==> src/rtl/spi_ram_arbiter.sv <==
// rtl/spi_ram_arbiter.sv - round-robin arbiter turning two requesters' accesses into RAM command word pairs
module spi_ram_arbiter #(
  parameter int MEM_WIDTH  = 8,
  parameter int RD_TIMEOUT = 16
) (
  input  logic                 clk,
  input  logic                 rst,
  input  logic                 req0,
  input  logic                 we0,
  input  logic [MEM_WIDTH-1:0] addr0,
  input  logic [MEM_WIDTH-1:0] wdata0,
  output logic                 ack0,
  input  logic                 req1,
  input  logic                 we1,
  input  logic [MEM_WIDTH-1:0] addr1,
  input  logic [MEM_WIDTH-1:0] wdata1,
  output logic                 ack1,
  output logic [MEM_WIDTH-1:0] rdata,
  output logic                 err,
  output logic                 busy,
  output logic [MEM_WIDTH+1:0] ram_din,
  output logic                 ram_rx_valid,
  input  logic                 ram_tx_valid,
  input  logic [MEM_WIDTH-1:0] ram_dout
);
  localparam int CW = $clog2(RD_TIMEOUT);
  localparam logic [CW-1:0] CNT_MAX = CW'(RD_TIMEOUT - 1);

  typedef enum logic [2:0] {IDLE, ADDR, DATA, RD_WAIT, DONE} state_t;

  state_t                 state_q, state_d;
  logic                   grant_q, grant_d;
  logic                   last_grant_q, last_grant_d;
  logic                   we_q, we_d;
  logic [MEM_WIDTH-1:0]   addr_q, addr_d;
  logic [MEM_WIDTH-1:0]   wdata_q, wdata_d;
  logic [CW-1:0]          cnt_q, cnt_d;
  logic [MEM_WIDTH+1:0]   din_d;
  logic [MEM_WIDTH-1:0]   rdata_d;
  logic                   rx_valid_d, ack0_d, ack1_d, err_d, finish, pick0;

  always_ff @(posedge clk or posedge rst) begin
    if (rst) state_q <= IDLE;
    else     state_q <= state_d;
  end

  always_comb begin
    state_d      = state_q;
    grant_d      = grant_q;
    last_grant_d = last_grant_q;
    we_d         = we_q;
    addr_d       = addr_q;
    wdata_d      = wdata_q;
    cnt_d        = cnt_q;
    din_d        = ram_din;
    rdata_d      = rdata;
    rx_valid_d   = 1'b0;
    err_d        = 1'b0;
    finish       = 1'b0;
    // On contention requester 0 wins only if requester 1 was served last
    pick0        = req0 && (!req1 || last_grant_q);
    case (state_q)
      IDLE: begin
        if (req0 || req1) begin
          grant_d      = !pick0;
          last_grant_d = !pick0;
          we_d         = pick0 ? we0 : we1;
          addr_d       = pick0 ? addr0 : addr1;
          wdata_d      = pick0 ? wdata0 : wdata1;
          din_d        = {we_d ? 2'b00 : 2'b10, addr_d};
          rx_valid_d   = 1'b1;
          state_d      = ADDR;
        end
      end
      ADDR: begin
        din_d      = we_q ? {2'b01, wdata_q} : {2'b11, {MEM_WIDTH{1'b0}}};
        rx_valid_d = 1'b1;
        state_d    = DATA;
      end
      DATA: begin
        if (we_q) begin
          finish  = 1'b1;
          state_d = DONE;
        end else begin
          cnt_d   = '0;
          state_d = RD_WAIT;
        end
      end
      RD_WAIT: begin
        if (ram_tx_valid) begin
          rdata_d = ram_dout;
          finish  = 1'b1;
          state_d = DONE;
        end else if (cnt_q == CNT_MAX) begin
          err_d   = 1'b1;
          finish  = 1'b1;
          state_d = DONE;
        end else begin
          cnt_d = cnt_q + CW'(1);
        end
      end
      DONE:    state_d = IDLE;
      default: state_d = IDLE;
    endcase
    ack0_d = finish && !grant_q;
    ack1_d = finish && grant_q;
  end

  // Outputs are registered from next-state values so they line up with the state they describe
  always_ff @(posedge clk or posedge rst) begin
    if (rst) begin
      grant_q      <= 1'b0;
      last_grant_q <= 1'b1;
      we_q         <= 1'b0;
      addr_q       <= '0;
      wdata_q      <= '0;
      cnt_q        <= '0;
      ram_din      <= '0;
      ram_rx_valid <= 1'b0;
      rdata        <= '0;
      ack0         <= 1'b0;
      ack1         <= 1'b0;
      err          <= 1'b0;
      busy         <= 1'b0;
    end else begin
      grant_q      <= grant_d;
      last_grant_q <= last_grant_d;
      we_q         <= we_d;
      addr_q       <= addr_d;
      wdata_q      <= wdata_d;
      cnt_q        <= cnt_d;
      ram_din      <= din_d;
      ram_rx_valid <= rx_valid_d;
      rdata        <= rdata_d;
      ack0         <= ack0_d;
      ack1         <= ack1_d;
      err          <= err_d;
      busy         <= (state_d != IDLE);
    end
  end
endmodule

==> config.mk <==
export PLATFORM = sky130hd
export DESIGN_NAME = spi_ram_arbiter
export DESIGN_NICKNAME = d
export VERILOG_FILES = /design/src/rtl/spi_ram_arbiter.sv
export SDC_FILE = /design/constraint.sdc
export NUM_CORES = 1
export LEC_CHECK = 0
export ABC_AREA = 1
export CORE_MARGIN = 4
export CORE_UTILIZATION = 50
export CTS_BUF_LIST = sky130_fd_sc_hd__clkbuf_8 sky130_fd_sc_hd__clkbuf_16
export CTS_CLUSTER_SIZE = 30
export DETAILED_ROUTE_END_ITERATION = 16
export GPL_ROUTABILITY_DRIVEN = 0
export PLACE_DENSITY_LB_ADDON = 0.08
export SYNTH_ARGS = -nofsm -noshare
export SYNTH_HDL_FRONTEND = slang
export SYNTH_SLANG_ARGS = --single-unit
==> constraint.sdc <==
create_clock -name clk -period 2.1 [get_ports clk]
set_input_delay 0.42 -clock clk [delete_from_list [all_inputs] [get_ports clk]]
set_output_delay 0.42 -clock clk [all_outputs]
set_load 0.01 [all_outputs]
==> key figures, run 1 <==
Clock network
  – # H-tree levels: 2
  – CTS tree: done
  – Post-CTS Setup Inserts: 0
  – Root Driver: clkbuf_8
  – CTS clk-pin slew, worst paths: 0.08 ns
  – Cts bufs inserted: 5
  – Cts repair resizes: 0
  – Clock Sinks: 41
  – Deepest clock path buffer count: 2
  – CTS Hold Bufs: 0
  – Worst-skew pair later-pin latency: 0.29 ns

Worst setup path
  – Worst path cell trace: clkdlybuf4s50_1 -> inv_1 -> nand2_1 -> nand2_2 -> nor2_2 -> inv_1 -> nand2_1 -> nand2_1
  – R2R Setup Slk: 0.61 ns
  – Critical Path Most Common Cell: nand2_1
  – CP Launch Type: input port
  – Slowest CP cell: clkdlybuf4s50_1
  – RR Endpoint: ram_din[8]$_DFFE_PP0P_
  – CP startpoint: req1
  – Max FO, Critical Path: 11
  – Crit path largest cell delay: 0.50 ns
  – Worst Setup Path Type: input port to flop
  – Reg-to-reg startpoint: state_q[1]$_DFF_PP0_
  – Required time worst endpoint: 2.27 ns
  – CP arrival: 1.80 ns
  – Reg2Reg Depth: 6
  – Crit. End Element: flop
  – Crit path to: ram_din[8]$_DFFE_PP0P_

Synthesis
  – Register area share after synthesis: 47.6%
  – Synth Instances: 302
  – Post-synth EDFFs: 0
  – Yosys warning count: 0
  – Share of the synthesized area in the top cell type: 46.3%
  – Synth Net Count: 350
  – Asr flop ratio synth: 100%
  – Synth top cells by count: nand2_1, inv_1, dfrtp_1
  – Commonest register cell after synthesis: dfrtp_1
  – Most frequent cell after synthesis: nand2_1
  – Synth unique cells: 26
  – Biggest area consumer among synthesized cells: dfrtp_1
  – Synth area leaders: dfrtp_1, nand2_1, inv_1, nand3_1, nor2_1
  – Seq cells post-synth: 41
  – Post-synthesis cell area: 2160 sq um
  – Syn Area/Cell: 7.15 sq um

Layout
  – Fillers: 317
  – ANT cells: 0
  – Area grow syn2layout: 42.0%
  – Fin cells: 429
  – Layout Nets: 426
  – Layout cells sized above 1: 7.65%

Global routing
  – Global-route wire length before repair: 8520 um
  – Pin count of the biggest net entering global routing: 21
  – Initial antenna violation count: 0
  – Gr usage total: 20.1%
  – Vias in the first global route: 2005
  – Overflow after GRT: 0

STA
  – Final hold vios: 0
  – Worst Skew: 0.00577 ns
  – Hold_ws: 0.404 ns
  – Final setup vio count: 0
  – F_max: 613 MHz
  – Crit path time final: 1.63 ns
  – Slew HR: 74.1%
  – Final Max Slew Viols: 0
  – Final setup margin: 0.470 ns
  – Final period util: 77.6%
  – Worst Max-Slew Pin Slew: 0.387 ns
  – RSZ-0062 raised after global routing: no
  – Post-route setup TNS: 0 ns

Hold path
  – Min-Delay Path Class: input port to async pin

Die
  – Core Footprint: 4090 sq um
  – Die width: 73.7 um
  – Row count: 23
  – Top Ports: 70
  – Starting Density: 52.8%
  – Die height: 73.7 um
  – Die Footprint: 5430 sq um

Route
  – Vias/cell: 4.81
  – Total wire length: 5050 um
  – DRC: 0
  – Initial DRC count: 115
  – First drt pass iteration count: 4
  – Vias: 2065
  – Antenna Violating Nets Remaining: 0
  – Average routed wire per standard cell: 11.8 um

Flow run
  – Max-cap violations: 0

Placed design
  – Port-buffer cells: 69
  – DP Worst Slack: 0.183 ns
  – Detailed placement HPWL: 3940 um
  – Dpl cells: 421

Power
  – P_leak: 1.68 nW
  – Power Dens Cells: 1280 nW/um^2
  – Peak supply drop: 0.000768 V
  – Total power: 3.94 mW

Run status
  – Status: completed
==> state kept, by name (all words and copies together) (netlist names) <==
name / count
ram_din: 10
rdata: 8
wdata_q: 8
cnt_q: 4
state_q: 3
ack0: 1
ack1: 1
busy: 1
err: 1
grant_q: 1
last_grant_q: 1
ram_rx_valid: 1
we_q: 1
==> area by class of cell <==
| class | instances | area [sq um] | area share, % |
|---|---|---|---|
| clock inverter | 3 | 65.1 | 2.12 |
| multi-input combinational | 204 | 900 | 29.3 |
| clock buffer | 5 | 68.8 | 2.24 |
| sequential | 41 | 1030 | 33.5 |
| timing repair buffer | 76 | 756 | 24.6 |
| tap | 50 | 62.6 | 2.04 |
| inverter | 50 | 188 | 6.12 |
==> through the flow <==
stage | instance area (sq um) | util, %
floorplan | 2160 | -
global placement | 2930 | 71.8
detailed placement | 2930 | 71.8
CTS | 3070 | 75.0
global route | 3070 | 75.0
finish | 3070 | 75.0
==> placed cells by master (no fill, tap or decap) <==
cell type | netlist | final
nand2_1 | 126 | 126
clkdlybuf4s50_1 | 0 | 69
inv_1 | 47 | 47
dfrtp_1 | 40 | 40
nand3_1 | 32 | 32
nor2_1 | 20 | 20
a21oi_1 | 9 | 9
buf_4 | 2 | 6
clkbuf_8 | 0 | 5
nand2_2 | 4 | 4
inv_2 | 2 | 2
o21ai_0 | 2 | 2
bufinv_16 | 0 | 2
nand4_2 | 1 | 1
o21bai_1 | 1 | 1
nor2_4 | 1 | 1
nand3_2 | 1 | 1
nor3_2 | 1 | 1
clkinv_1 | 1 | 1
nor2_2 | 1 | 1
nand4_1 | 1 | 1
nand3_4 | 1 | 1
nand2_4 | 1 | 1
and2_1 | 1 | 1
ha_1 | 1 | 1
clkinv_2 | 0 | 1
dfstp_2 | 1 | 1
buf_12 | 0 | 1
==> worst max-delay path: cells and delay by family <==
family	cells	cell delay, ns
simple gates	5	0.58
buf+inv	3	0.79
==> routing by layer <==
layer  vias up  track usage (%)  share of wire [%]  wire [um]
met3         6             3.97                8.4        423
met1       923             26.3                 46       2300
met2        76             33.0                 45       2260
met4         0             7.04                1.2         60
met5         -                0                  0          0
li1       1060                -                  -          -
==> cells by family (layout without fill, tap and decap cells) <==
logic type               after synthesis  count (layout)  share of synthesized area [%]
adder cells (fa/ha/maj)                1               1                          0.579
AO/OA/AOI/OAI                         12              12                           2.90
buffers and inverters                 57             134                           10.8
AND/OR/NAND/NOR                      191             191                           38.2
flip-flops                            41              41                           47.6
==> worst min-delay path by stage <==
stage                        endpoint  slack [ns]  cells past startpoint                start
2_1_floorplan          ack0$_DFF_PP0_        0.40                      1  grant_q$_DFFE_PP0P_
3_3_place_gp           ack0$_DFF_PP0_        0.41                      1  grant_q$_DFFE_PP0P_
3_5_place_dp           ack0$_DFF_PP0_        0.42                      1  grant_q$_DFFE_PP0P_
4_1_cts        wdata_q[3]$_DFFE_PP0P_        0.41                      2                  rst
5_1_grt        wdata_q[4]$_DFFE_PP0P_        0.43                      2                  rst
6_report       wdata_q[1]$_DFFE_PP0P_        0.40                      2                  rst
==> where the power goes <==
part	internal, mW	leakage [nW]	switching, mW	total, mW
Combinational	0.815	1.11	1.01	1.82
Sequential	1.14	0.505	0.229	1.37
Clock	0.472	0.0681	0.275	0.748
No activity file was read; power rests on OpenSTA's default activity.
==> inputs of run 2 (changes only) <==
--- a/config.mk
+++ b/config.mk
@@ -7,7 +7,7 @@
 export LEC_CHECK = 0
 export ABC_AREA = 1
 export CORE_MARGIN = 4
-export CORE_UTILIZATION = 50
+export CORE_UTILIZATION = 46
 export CTS_BUF_LIST = sky130_fd_sc_hd__clkbuf_8 sky130_fd_sc_hd__clkbuf_16
 export CTS_CLUSTER_SIZE = 30
 export DETAILED_ROUTE_END_ITERATION = 16
==> constraint.sdc (replaced) <==
create_clock -name clk -period 1.5 [get_ports clk]
set_input_delay 0.3 -clock clk [delete_from_list [all_inputs] [get_ports clk]]
set_output_delay 0.3 -clock clk [all_outputs]
set_load 0.01 [all_outputs]
==> run 2 against run 1 <==
- sequential power is 39% higher
- critical path type is now flop to output pin
- first-iteration DRC count is 6.1% higher
- sequential share of layout area is 0.47 points lower
==> key figures, run 2 (same netlist as run 1, synthesis figures left out) <==
Power
  – Sw Share: 40.0% (was 38.4%)
  – Total power: 5.18 mW (was 3.94 mW)
  – Clk network pwr share: 13.4% (was 19.0%)
  – Switching Power: 2.08 mW (was 1.51 mW)
  – Internal Power: 3.11 mW (was 2.43 mW)
  – Power Dens Cells: 1670 nW/um^2 (was 1280 nW/um^2)
  – Peak supply drop: 0.000810 V (was 0.000768 V)
  – P_leak: 1.85 nW (was 1.68 nW)
  – Sequential power share: 36.8% (was 34.7%)
  – Logic pwr share: 49.8% (was 46.3%)

Worst setup path
  – Crit path largest cell delay: 0.55 ns (was 0.50 ns)
  – Top cell family by delay on the critical path: buffers and inverters (unchanged)
  – R2R Setup Slk: 0.14 ns (was 0.61 ns)
  – Reg-to-reg startpoint: cnt_q[0]$_DFFE_PP0P_ (was state_q[1]$_DFF_PP0_)
  – Required time worst endpoint: 1.20 ns (was 2.27 ns)
  – Worst path bufs/invs: 1 (was 3)
  – Crit. End Element: output pin (was flop)
  – Worst Setup Path Type: flop to output pin (was input port to flop)
  – CP arrival: 1.17 ns (was 1.80 ns)
  – Reg2Reg Depth: 7 (was 6)
  – Max FO, Critical Path: 2 (was 11)
  – Crit path to: rdata[6] (was ram_din[8]$_DFFE_PP0P_)
  – CP Launch Type: flop (was input port)
  – RR Endpoint: cnt_q[2]$_DFFE_PP0P_ (was ram_din[8]$_DFFE_PP0P_)
  – Slowest CP cell: clkdlybuf4s50_1 (unchanged)
  – CP startpoint: rdata[6]$_DFFE_PP0P_ (was req1)
  – Levels on crit path: 1 (was 8)
  – Worst path cell trace: clkdlybuf4s50_1 (was clkdlybuf4s50_1 -> inv_1 -> nand2_1 -> nand2_2 -> nor2_2 -> inv_1 -> nand2_1 -> nand2_1)

STA
  – Hold_ws: 0.371 ns (was 0.404 ns)
  – Final period util: 97.7%
  – Final Max Slew Viols: 0 (unchanged)
  – Final setup margin: 0.0349 ns (was 0.470 ns)
  – Post-route setup TNS: 0 ns (unchanged)
  – Crit path time final: 1.47 ns
  – Final setup vio count: 0 (unchanged)
  – F_max: 683 MHz
  – Worst Max-Slew Pin Slew: 0.345 ns (was 0.387 ns)
  – Worst Skew: 0.00656 ns (was 0.00577 ns)
  – Final hold vios: 0 (unchanged)
  – Slew HR: 77.0% (was 74.1%)
  – RSZ-0062 raised after global routing: no (unchanged)

Hold path
  – Min-Delay Path Class: input port to async pin (unchanged)

Layout
  – Commonest non-fill, non-tap cell in the layout: nand2_1 (unchanged)
  – Fin cells: 435 (was 429)
  – Area grow syn2layout: 44.0% (was 42.0%)
  – Max reg flops: 10 (unchanged)
  – Final Core Density: 70.0% (was 75.0%)
  – Seq. cell area: 1030 sq um (unchanged)
  – Layout Nets: 431 (was 426)
  – Post-route cell area: 3110 sq um (was 3070 sq um)
  – ANT cells: 0 (unchanged)
  – Multi-input logic area: 912 sq um (was 900 sq um)
  – Largest regs: ram_din x10, rdata x8, wdata_q x8 (unchanged)
  – Largest Register: ram_din (unchanged)
  – Fillers: 392 (was 317)
  – Most frequent cells in the layout: nand2_1, clkdlybuf4s50_1, inv_1 (unchanged)
  – Layout cells sized above 1: 8.62% (was 7.65%)

Clock network
  – Worst-skew pair later-pin latency: 0.28 ns (was 0.29 ns)
  – Cts bufs inserted: 5 (unchanged)
  – CTS clk-pin slew, worst paths: 0.07 ns (was 0.08 ns)
  – # H-tree levels: 2 (unchanged)
  – CTS tree: done (unchanged)
  – Deepest clock path buffer count: 2 (unchanged)
  – Clock Sinks: 41 (unchanged)
  – Post-CTS Setup Inserts: 0 (unchanged)
  – Root Driver: clkbuf_8 (unchanged)

Route
  – Average routed wire per standard cell: 11.5 um (was 11.8 um)
  – Initial DRC count: 122 (was 115)
  – Vias/cell: 4.60 (was 4.81)
  – Antenna Violating Nets Remaining: 0 (unchanged)
  – Total wire length: 5020 um (was 5050 um)
  – DRC: 0 (unchanged)
  – Vias: 2001 (was 2065)
  – First drt pass iteration count: 4 (unchanged)

Die
  – Die width: 76.5 um (was 73.7 um)
  – Row count: 24 (was 23)
  – Die height: 76.5 um (was 73.7 um)
  – Starting Density: 48.6% (was 52.8%)
  – Die Footprint: 5860 sq um (was 5430 sq um)
  – Top Ports: 70 (unchanged)
  – Core Footprint: 4440 sq um (was 4090 sq um)

Global routing
  – Overflow after GRT: 0 (unchanged)
  – Vias in the first global route: 1876 (was 2005)
  – Gr usage total: 17.6% (was 20.1%)
  – Initial antenna violation count: 0 (unchanged)
  – Global-route wire length before repair: 8490 um (was 8520 um)
  – Pin count of the biggest net entering global routing: 42 (was 21)

Placed design
  – DP Worst Slack: -0.229 ns (was 0.183 ns)
  – Port-buffer cells: 69 (unchanged)
  – Dpl cells: 428 (was 421)
  – Detailed placement HPWL: 3830 um (was 3940 um)
  – Post-Place Cell Area: 2970 sq um (was 2930 sq um)

Run status
  – Status: completed (unchanged)

Flow run
  – Max-cap violations: 0 (unchanged)
run 2: cell count changes in the layout (fill, tap and decap cells not counted), sizes merged, moves of 2 or more:
cell	change
clkdlybuf4s50	-17
dlymetal6s2s	+16
buf	+5
bufinv	-2
run 2: worst min-delay path, cell delays in order:
cell	delay [ns]
clkdlybuf4s50_1	0.39
inv_1	0.09
buf_12	0.24
run 2: worst min-delay path by stage:
stage,to,slack (ns),from
5_1_grt,ram_din[0]$_DFFE_PP0P_,0.39,rst
3_5_place_dp,ack0$_DFF_PP0_,0.41,grant_q$_DFFE_PP0P_
3_3_place_gp,ack0$_DFF_PP0_,0.42,grant_q$_DFFE_PP0P_
2_1_floorplan,err$_DFF_PP0_,0.37,ram_tx_valid
4_1_cts,rdata[3]$_DFFE_PP0P_,0.37,rst
6_report,rdata[6]$_DFFE_PP0P_,0.37,rst
run 2: routing by layer:
layer / GRT usage, % / vias up / routed length (um)
met5: 0 / - / 0
met4: 3.80 / 0 / 27
met3: 5.67 / 2 / 308
met2: 26.9 / 57 / 2270
met1: 24.5 / 869 / 2420
li1: - / 1073 / -
run 2: layout make-up:
class / instances / area share, %
clock buffer: 6 / 2.65
clock inverter: 1 / 0.121
inverter: 50 / 6.03
multi-input combinational: 204 / 29.3
sequential: 41 / 33.0
tap: 52 / 2.09
timing repair buffer: 81 / 26.7
run 2: repair_timing:
item	4_1_cts	5_1_grt
pin swaps	0	0
hold buffers	0	0
endpoints found under the setup margin	1	27
resized for setup	1	19
run 2: power by group through the flow:
| stage | registers, mW | logic [mW] | clock network, mW |
|---|---|---|---|
| floorplan | 2.00 | 1.46 | 0 |
| global placement | 1.92 | 2.56 | 0 |
| detailed placement | 1.92 | 2.63 | 0 |
| CTS | 1.91 | 2.63 | 0.716 |
| global route | 1.97 | 2.93 | 0.766 |
| finish | 1.91 | 2.58 | 0.696 |
==> inputs of run 3 (changes only) <==
--- a/config.mk
+++ b/config.mk
@@ -12,6 +12,7 @@
 export CTS_CLUSTER_SIZE = 30
 export DETAILED_ROUTE_END_ITERATION = 16
 export GPL_ROUTABILITY_DRIVEN = 0
+export GPL_TIMING_DRIVEN = 0
 export PLACE_DENSITY_LB_ADDON = 0.08
 export SYNTH_ARGS = -nofsm -noshare
 export SYNTH_HDL_FRONTEND = slang
==> run 3 against run 2 <==
- core utilization fell by 0.53 points
- sequential power barely moved
- worst setup slack got worse by 0.021 ns
- non-clock buffer count fell by 6
- cell count fell by 1.1%
- total power rose by 0.55%
- via count rose by 1.2%
- fmax fell by 1.4%
- die area did not move
- critical path type unchanged
- largest cell class unchanged
==> key figures, run 3 (same netlist as run 1, synthesis figures left out) <==
Run status
  – Status: completed (unchanged)

Route
  – Met1 WL: 2390 um (was 2420 um)
  – Routed wl met3: 307 um (was 308 um)
  – Vias: 2026 (was 2001)
  – Initial DRC count: 91 (was 122)
  – Highest Signal Layer: met4 (unchanged)
  – Length of routed met2 wiring: 2220 um (was 2270 um)
  – Vias/cell: 4.71 (was 4.60)
  – Total wire length: 4960 um (was 5020 um)
  – First drt pass iteration count: 4 (unchanged)
  – Average routed wire per standard cell: 11.5 um (about the same)
  – DRC: 0 (unchanged)
  – Antenna Violating Nets Remaining: 0 (unchanged)

Clock network
  – Worst-skew pair later-pin latency: 0.29 ns (was 0.28 ns)
  – CTS clk-pin slew, worst paths: 0.08 ns (was 0.07 ns)
  – CTS tree: done (unchanged)
  – CTS Hold Bufs: 0 (unchanged)
  – Root Driver: clkbuf_8 (unchanged)
  – Deepest clock path buffer count: 2 (unchanged)
  – Post-CTS Setup Inserts: 0 (unchanged)
  – # H-tree levels: 2 (unchanged)
  – Clock Sinks: 41 (unchanged)
  – Cts bufs inserted: 5 (unchanged)

Global routing
  – Initial antenna violation count: 0 (unchanged)
  – Overflow after GRT: 0 (unchanged)
  – Pin count of the biggest net entering global routing: 42 (unchanged)
  – Vias in the first global route: 1861 (was 1876)
  – Global-route wire length before repair: 8380 um (was 8490 um)
  – Gr usage total: 17.3% (was 17.6%)

STA
  – Crit path time final: 1.49 ns (was 1.47 ns)
  – Slew HR: 44.4% (was 77.0%)
  – Final Max Slew Viols: 0 (unchanged)
  – Worst Skew: 0.00879 ns (was 0.00656 ns)
  – Final period util: 99.1% (was 97.7%)
  – Final setup margin: 0.0137 ns (was 0.0349 ns)
  – Worst Max-Slew Pin Slew: 0.832 ns (was 0.345 ns)
  – Final setup vio count: 0 (unchanged)
  – F_max: 673 MHz (was 683 MHz)
  – Final hold vios: 0 (unchanged)

Placed design
  – Port-buffer cells: 68 (was 69)
  – Detailed placement HPWL: 3700 um (was 3830 um)
  – Post-Place Cell Area: 2910 sq um (was 2970 sq um)
  – Dpl cells: 422 (was 428)
  – DP Worst Slack: -0.441 ns (was -0.229 ns)

Die
  – Core Footprint: 4440 sq um (unchanged)
  – Starting Density: 48.6% (unchanged)
  – Die Footprint: 5860 sq um (unchanged)
  – Die width: 76.5 um (unchanged)
  – Die height: 76.5 um (unchanged)
  – Row count: 24 (unchanged)
  – Top Ports: 70 (unchanged)

Layout
  – Fin cells: 430 (was 435)
  – Max reg flops: 10 (unchanged)
  – Layout Nets: 425 (was 431)
  – Commonest non-fill, non-tap cell in the layout: nand2_1 (unchanged)
  – Post-route cell area: 3090 sq um (was 3110 sq um)
  – Layout cells sized above 1: 8.20% (was 8.62%)
  – Most frequent cells in the layout: nand2_1, clkdlybuf4s50_1, inv_1 (unchanged)
  – Area grow syn2layout: 42.9% (was 44.0%)
  – Largest Register: ram_din (unchanged)
  – ANT cells: 0 (unchanged)
  – Final Core Density: 69.5% (was 70.0%)
  – Largest regs: ram_din x10, rdata x8, wdata_q x8 (unchanged)

Power
  – Peak supply drop: 0.000859 V (was 0.000810 V)
  – Power Dens Cells: 1690 nW/um^2 (was 1670 nW/um^2)
  – P_leak: 1.83 nW (was 1.85 nW)

Worst setup path
  – Crit path largest cell delay: 0.54 ns (was 0.55 ns)
  – Crit path to: ram_din[7] (was rdata[6])
  – Top cell family by delay on the critical path: buffers and inverters (unchanged)
  – Max FO, Critical Path: 2 (unchanged)
  – R2R Setup Slk: 0.08 ns (was 0.14 ns)
  – CP Launch Type: flop (unchanged)
  – Worst Setup Path Type: flop to output pin (unchanged)
  – CP arrival: 1.19 ns (was 1.17 ns)
  – Worst path bufs/invs: 1 (unchanged)
  – RR Endpoint: ram_din[0]$_DFFE_PP0P_ (was cnt_q[2]$_DFFE_PP0P_)
  – Required time worst endpoint: 1.20 ns (about the same)
  – Crit. End Element: output pin (unchanged)
  – Worst path cell trace: clkdlybuf4s50_1 (unchanged)
  – Reg2Reg Depth: 7 (unchanged)
  – Reg-to-reg startpoint: last_grant_q$_DFFE_PP1P_ (was cnt_q[0]$_DFFE_PP0P_)
  – Slowest CP cell: clkdlybuf4s50_1 (unchanged)
  – Levels on crit path: 1 (unchanged)
  – CP startpoint: ram_din[7]$_DFFE_PP0P_ (was rdata[6]$_DFFE_PP0P_)

Flow run
  – Max-cap violations: 0 (unchanged)

Hold path
  – Min-Delay Path Class: flop to flop (was input port to async pin)
==> run 3: cell count changes in the layout (fill, tap and decap cells not counted), sizes merged <==
| cell | before | now |
|---|---|---|
| clkbuf | 6 | 8 |
| dlymetal6s2s | 16 | 17 |
| inv | 50 | 52 |
| buf | 12 | 5 |
| clkinv | 1 | 0 |
| clkdlybuf4s50 | 52 | 50 |
==> run 3: layer usage <==
layer  vias to the layer above  global-route usage (%)
met2                        64                    26.2
met5                         -                       0
met3                         4                    4.37
met1                       899                    24.1
li1                       1059                       -
met4                         0                    5.80
==> run 3: how the worst min path moves through the flow <==
| stage | start | end | slack (ns) | depth (start not counted) |
|---|---|---|---|---|
| floorplan | ram_tx_valid | err$_DFF_PP0_ | 0.37 | 1 |
| global placement | grant_q$_DFFE_PP0P_ | ack0$_DFF_PP0_ | 0.41 | 1 |
| detailed placement | grant_q$_DFFE_PP0P_ | ack0$_DFF_PP0_ | 0.42 | 1 |
| CTS | grant_q$_DFFE_PP0P_ | ack0$_DFF_PP0_ | 0.43 | 1 |
| global route | grant_q$_DFFE_PP0P_ | ack0$_DFF_PP0_ | 0.46 | 1 |
| finish | grant_q$_DFFE_PP0P_ | ack0$_DFF_PP0_ | 0.42 | 1 |
==> run 3: through the flow <==
step           setup TNS (ns)  power (mW)  hold slack [ns]
3_3_place_gp           -30.36        4.44            0.409
2_1_floorplan               0        3.45            0.366
4_1_cts                     0        5.24            0.426
3_5_place_dp            -6.48        4.52            0.416
6_report                    0        5.21            0.425
5_1_grt                -0.172        5.70            0.457
==> run 3: power by group <==
group / leakage (nW) / switching, mW / internal, mW
registers: 0.505 / 0.287 / 1.59
logic: 1.28 / 1.48 / 1.14
clock network: 0.0538 / 0.347 / 0.361
total: 1.83 / 2.11 / 3.10
==> run 3: cell type report <==
class	instances	area, sq um
flip-flops and latches	41	1030
well taps	52	65.1
multi-input cells	204	945
repair buffers	68	722
inverters	50	190
clock buffers	6	82.6
clock inverters	2	7.51
plain buffers	7	47.5
fillers	395	1360
==> run 3: what timing repair did <==
action                                 CTS  global route
setup endpoints to repair               12            42
endpoints found under the hold margin    0             0
resized for setup                        3            27
